===== src/rtl/aes_req_sched.sv =====
// aes_req_sched: round-robin front end that shares one aes_top between
// NREQ requesters. One request is outstanding at a time. Each response
// carries the requester ID and is returned over a valid/ready port. A
// watchdog abandons requests that never complete. Consecutive faulted
// results lock the engine out until clear_lock.
//
// state  | meaning
// -------+------------------------------------------------------------
// IDLE   | waiting for aes_busy low and any req_valid; grants in-cycle
// ISSUE  | aes_start pulse for one cycle, watchdog loaded
// WAIT   | waiting for aes_done or the watchdog terminal count
// RESP   | response held on rsp_* until rsp_ready
// LOCKED | too many consecutive faults; only clear_lock leaves
module aes_req_sched #(
    parameter int NREQ           = 4,
    parameter int ID_W           = 2,
    parameter int TIMEOUT_CYCLES = 1024,
    parameter int FAULT_LIMIT    = 3
) (
    input  logic                 clk,
    input  logic                 rst_n,
    input  logic [NREQ-1:0]      req_valid,
    output logic [NREQ-1:0]      req_ready,
    input  logic [NREQ*128-1:0]  req_key,
    input  logic [NREQ*128-1:0]  req_pt,
    output logic                 rsp_valid,
    input  logic                 rsp_ready,
    output logic [ID_W-1:0]      rsp_id,
    output logic [127:0]         rsp_data,
    output logic                 rsp_fault,
    output logic                 rsp_timeout,
    output logic                 aes_start,
    output logic [127:0]         aes_key,
    output logic [127:0]         aes_plaintext,
    input  logic                 aes_busy,
    input  logic                 aes_done,
    input  logic [127:0]         aes_ciphertext,
    input  logic                 aes_fault,
    output logic                 lockout,
    input  logic                 clear_lock
);

    localparam logic [2:0] ST_IDLE   = 3'd0;
    localparam logic [2:0] ST_ISSUE  = 3'd1;
    localparam logic [2:0] ST_WAIT   = 3'd2;
    localparam logic [2:0] ST_RESP   = 3'd3;
    localparam logic [2:0] ST_LOCKED = 3'd4;

    localparam int SW   = ID_W + 1;
    localparam int WD_W = $clog2(TIMEOUT_CYCLES);
    localparam int FC_W = $clog2(FAULT_LIMIT + 1);

    // The ISSUE cycle counts as the first watchdog cycle, so WAIT starts
    // two short of the limit and times out on reaching zero.
    localparam logic [WD_W-1:0] WD_LOAD   = WD_W'(TIMEOUT_CYCLES - 2);
    localparam logic [FC_W-1:0] FC_MAX    = FC_W'(FAULT_LIMIT);
    localparam logic [NREQ-1:0] REQ_ONE   = {{(NREQ-1){1'b0}}, 1'b1};
    localparam logic [ID_W-1:0] LAST_ID   = ID_W'(NREQ - 1);

    logic [2:0]      state;
    logic [ID_W-1:0] rr_ptr;
    logic [ID_W-1:0] id_q;
    logic [WD_W-1:0] wdog;
    logic [FC_W-1:0] fault_cnt;
    logic [FC_W-1:0] fc_next;
    logic [SW-1:0]   scan_sum;
    logic [ID_W-1:0] winner;
    logic            grant_any;
    logic            grant_fire;

    // Scan requesters upward from the round-robin pointer, wrapping at NREQ.
    always_comb begin
        grant_any = 1'b0;
        winner    = '0;
        scan_sum  = '0;
        for (int k = 0; k < NREQ; k++) begin
            scan_sum = {1'b0, rr_ptr} + SW'(k);
            if (scan_sum >= SW'(NREQ))
                scan_sum = scan_sum - SW'(NREQ);
            if (!grant_any && req_valid[scan_sum[ID_W-1:0]]) begin
                grant_any = 1'b1;
                winner    = scan_sum[ID_W-1:0];
            end
        end
    end

    assign grant_fire = (state == ST_IDLE) && !aes_busy && grant_any;

    // Accept strobe is combinational; it is held low while reset is applied
    // so no requester sees a phantom accept.
    assign req_ready = (grant_fire && rst_n) ? (REQ_ONE << winner) : '0;

    assign rsp_valid = (state == ST_RESP);
    assign aes_start = (state == ST_ISSUE);
    assign lockout   = (state == ST_LOCKED);
    assign rsp_id    = id_q;

    // Fault counter value after the current response is accepted.
    always_comb begin
        fc_next = fault_cnt;
        if (rsp_fault)
            fc_next = (fault_cnt == FC_MAX) ? FC_MAX : fault_cnt + FC_W'(1);
        else if (!rsp_timeout)
            fc_next = '0;
    end

    // Sequencing FSM with request capture, watchdog and response registers.
    always_ff @(posedge clk or negedge rst_n) begin
        if (!rst_n) begin
            state         <= ST_IDLE;
            rr_ptr        <= '0;
            id_q          <= '0;
            wdog          <= '0;
            fault_cnt     <= '0;
            aes_key       <= '0;
            aes_plaintext <= '0;
            rsp_data      <= '0;
            rsp_fault     <= 1'b0;
            rsp_timeout   <= 1'b0;
        end else begin
            case (state)
                ST_IDLE: begin
                    // A late aes_done after a timeout lands here and is dropped.
                    if (grant_fire) begin
                        aes_key       <= req_key[128*winner +: 128];
                        aes_plaintext <= req_pt[128*winner +: 128];
                        id_q          <= winner;
                        rr_ptr        <= (winner == LAST_ID) ? '0 : winner + ID_W'(1);
                        state         <= ST_ISSUE;
                    end
                end
                ST_ISSUE: begin
                    wdog  <= WD_LOAD;
                    state <= ST_WAIT;
                end
                ST_WAIT: begin
                    if (aes_done) begin
                        rsp_data    <= aes_fault ? '0 : aes_ciphertext;
                        rsp_fault   <= aes_fault;
                        rsp_timeout <= 1'b0;
                        state       <= ST_RESP;
                    end else if (wdog == '0) begin
                        rsp_data    <= '0;
                        rsp_fault   <= 1'b0;
                        rsp_timeout <= 1'b1;
                        state       <= ST_RESP;
                    end else begin
                        wdog <= wdog - WD_W'(1);
                    end
                end
                ST_RESP: begin
                    if (rsp_ready) begin
                        fault_cnt <= fc_next;
                        state     <= (fc_next == FC_MAX) ? ST_LOCKED : ST_IDLE;
                    end
                end
                ST_LOCKED: begin
                    if (clear_lock) begin
                        fault_cnt <= '0;
                        state     <= ST_IDLE;
                    end
                end
                default: state <= ST_IDLE;
            endcase
        end
    end

endmodule


===== config.mk =====
export PLATFORM = sky130hd
export DESIGN_NAME = aes_req_sched
export DESIGN_NICKNAME = d
export VERILOG_FILES = /design/src/rtl/aes_req_sched.sv
export SDC_FILE = /design/constraint.sdc
export NUM_CORES = 1
export LEC_CHECK = 0
export ABC_AREA = 1
export CAP_MARGIN = 20
export CORE_AREA = 10 10 600 602
export CTS_BUF_LIST = sky130_fd_sc_hd__clkbuf_16
export CTS_CLUSTER_SIZE = 30
export DETAILED_ROUTE_END_ITERATION = 8
export DIE_AREA = 0 0 610 612
export GPL_TIMING_DRIVEN = 1
export PLACE_DENSITY = 0.35
export RECOVER_POWER = 100
export SYNTH_ARGS = -nofsm -noshare
export SYNTH_HDL_FRONTEND = slang
export SYNTH_SLANG_ARGS = --single-unit

===== constraint.sdc =====
create_clock -name clk -period 3.11 [get_ports clk]
set_input_delay 0.4665 -clock clk [delete_from_list [all_inputs] [get_ports clk]]
set_output_delay 0.4665 -clock clk [all_outputs]
set_load 0.03 [all_outputs]

==> impl_metrics.tcl <==
set metrics [dict create \
    rows 217 \
    synth_cell_types 32 \
    drt-initial-drc-count 2929 \
    crit_slowest_cell "dfrtp_2" \
    power.density_nw_per_um2 1240 \
    drive_gt1_frac 0.0656 \
    die_w_um 610 \
    vias 36600 \
    worstSetupStartpointType "flip-flop" \
    worstSetupPathDepth 12 \
    power_mw 63.6 \
    fin_nets 7039 \
    cap_violations 2 \
    place_hpwl_mm 246 \
    postLayoutSetupSlackWorst_ns -0.109 \
    slowest_delay_ns 0.49 \
    initial_utilization 0.0764 \
    area_growth_pct 93.7 \
    worstPathRequired_ns 2.64 \
    cts-buffers-inserted 70 \
    grt_max_degree 128 \
    worstHoldPathCells 3 \
    synth_top_area_share 0.381 \
    avgViaCountPerCell 3.47 \
    coreArea_um2 348000 \
    pwr-share-comb 0.723 \
    ys_ff_latch 405 \
    synth-warning-count 0 \
    violations "max-capacitance violations, max-slew violations, negative setup slack" \
    grt_overflow 0 \
    status "finished with violations" \
    final_core_util 0.148 \
    root_buffer "clkbuf_16" \
    cp-end-kind "primary output" \
    path_clk_slew_ns 0.06 \
    tritoncts "yes" \
    synthTopCellsByArea "dfrtp_1 (38%), nand2_1 (30%), nand3_1 (9.7%)" \
    ioPinCount 1558 \
    grt.total_usage 0.146 \
    rsz0062_at_grt "true" \
    clock_skew_ns 0.108 \
    setup_viol_count_final 4 \
    clk_path_buf_depth 4 \
    min_period_ns 3.22 \
    power_switching_mw 35.7 \
    postRouteAntennaNets 0 \
    whs_ns 0.205 \
    worstSetupPathType "reg -> out" \
    internal-power_mw 27.9 \
    crit_chain "buf_6 -> nand2_1 -> nand3_2 -> nand2_2 -> nor2_4 -> nand3_1 -> nand2_8 -> ha_2 -> buf_4 -> inv_2 -> nor2_4 -> buf_6" \
    worstRegToRegCells 9 \
    syn_inst 4314 \
    htree_levels 3 \
    ys_seq_area_frac 0.381 \
    switching_share 0.561 \
    n_fill_cell 40400 \
    drc 0 \
    grt_antenna_before_repair 203 \
    avgSynthCellArea_um2 6.16 \
    critical_path_buf_inv_count 4 \
    firstDrtPassIters 6 \
    wl_per_cell_um 27.3 \
    layout_common_cells "nand2_1 (2133), clkdlybuf4s50_1 (1541), nand3_1 (508), inv_1 (493), dfrtp_1 (403)" \
    peakVddDrop_uv 680 \
    place_congestion 0.932 \
    hold_violations 0 \
    grt_pass1_wl_mm 372 \
    dieArea_um2 373000 \
    finalMaxSlewViolations 172 \
    syn_nets 5482 \
    hold_path_class "in -> reg" \
    slew_headroom -0.275 \
    worst_path_dominant_cell_family "simple AND/OR/NAND/NOR gates" \
    io_buffers 1557 \
    layout_commonest_cell "nand2_1" \
    crit_fanout 7 \
    grt_pass1_vias 37800 \
    power_frac_clock 0.122 \
    period_share 1.04 \
    critPathArrivalTime_ns 2.75 \
    drt-total-wl_mm 288 \
    fmax_mhz 311 \
    synth_largest_area_cell "dfrtp_1" \
    clk_latency_ns 0.81 \
    tightest_slew_ns 1.91 \
    seq_power_share 0.155 \
    clock_sinks 405 \
    leakage_nw 24.1 \
    die_h_um 612 \
    syn_area_um2 26600 \
]
worst reg2reg max path, cell delays in order (launching register included):
cell and delay (ns):
dfrtp_1 0.41, nor2_1 0.09, inv_1 0.08, nor2_1 0.09, buf_4 0.17, nand2_1 0.08, inv_1 0.89, buf_4 0.66
nand3_1 0.25, nand2_1 0.12
registers in the layout, indices dropped and copies added (netlist names):
signal	flops
aes_key	128
aes_plaintext	128
rsp_data	128
wdog	10
state	3
fault_cnt	2
rr_ptr	2
rsp_id	2
rsp_fault	1
rsp_timeout	1
area by class of cell:
type | instances | area (um^2) | share of cell area
Clock inverter | 45 | 325 | 0.00632
Timing Repair inverter | 1 | 5.00 | 0.0000972
Sequential cell | 405 | 10100 | 0.197
Multi-Input combinational cell | 3099 | 13400 | 0.260
Antenna cell | 49 | 123 | 0.00238
Inverter | 494 | 1890 | 0.0367
Tap cell | 4599 | 5750 | 0.112
Clock buffer | 72 | 1800 | 0.0350
Timing Repair Buffer | 1800 | 18100 | 0.351
final timing paths:
path / slack, ns / end / from
max in group asynchronous: 0.38 / aes_plaintext[115] / rst_n
worst min-delay path: 0.20 / rsp_data[92] / aes_ciphertext[92]
min in group asynchronous: 0.31 / aes_key[19] / rst_n
worst max register to register: 0.22 / rsp_data[30] / state[2]
worst min register to register: 0.47 / aes_key[39] / aes_key[39]
worst max-delay path: -0.11 / req_ready[1] / rr_ptr[0]
metrics by stage:
stage	std cells	cell area [um^2]	worst slack (ns)	TNS (ns)
floorplan	4314	26600	0.407	0
global placement	10400	49000	-0.599	-14.94
detailed placement	10400	49000	-0.567	-10.62
CTS	10500	51400	-0.314	-1.18
global route	10500	51400	-0.334	-1.25
finish	10600	51500	-0.109	-0.409
what timing repair did:
action / in CTS / in global routing
gates cloned: 0 / 1
hold endpoints to repair: 8 / 0
resized for setup: 53 / 17
setup buffers: 14 / 2
hold buffers: 1 / 0
endpoints found under the setup margin: 5 / 6
pin swaps: 15 / 7
cell families (layout without fill, tap and decap cells):
logic type / Yosys count / count (layout) / synth area share
AND/OR/NAND/NOR: 2935 / 2935 / 0.463
buffers and inverters: 810 / 2412 / 0.123
flip-flops: 405 / 405 / 0.381
AO/OA/AOI/OAI: 157 / 157 / 0.0301
adder cells (fa/ha/maj): 5 / 5 / 0.00235
XOR/XNOR: 2 / 2 / 0.000659
other: 0 / 49 / 0
synth_stat cells:
library cell and count:
nand2_1 2151, nand3_1 513, inv_1 490, dfrtp_1 405
nand4_1 230, clkbuf_1 163, o21ai_0 135, buf_2 95
buf_1 35, nor2_1 25, buf_4 21, o21ai_1 10
a21oi_1 5, ha_1 5, nor3_1 4, nor2_4 3
a31oi_1 2, buf_6 2, inv_2 2, inv_4 2
nand2_4 2, o31ai_1 2, or2_2 2, xor2_1 2
a21o_1 1, nand2_2 1, nand3_2 1, nand3_4 1
nor3_2 1, nor3b_1 1, o211ai_1 1, o22ai_1 1
power groups by stage:
| stage | registers [mW] | logic [mW] | clock network, mW |
|---|---|---|---|
| after floorplan | 13.5 | 18.8 | 0 |
| after global placement | 9.87 | 46.1 | 0 |
| after detailed placement | 9.86 | 46.0 | 0 |
| after CTS | 9.86 | 46.7 | 8.14 |
| after global routing | 10.1 | 50.1 | 8.27 |
| final | 9.86 | 46.0 | 7.77 |
routing by layer:
layer | global-route usage | wire length [um] | vias up
met3 | 0.0507 | 24800 | 439
met5 | 0 | 251 | -
met2 | 0.256 | 142000 | 1673
met1 | 0.168 | 113000 | 17900
met4 | 0.0381 | 8080 | 38
li1 | - | - | 16600
Note: power is estimated with default switching activity, not from simulation.
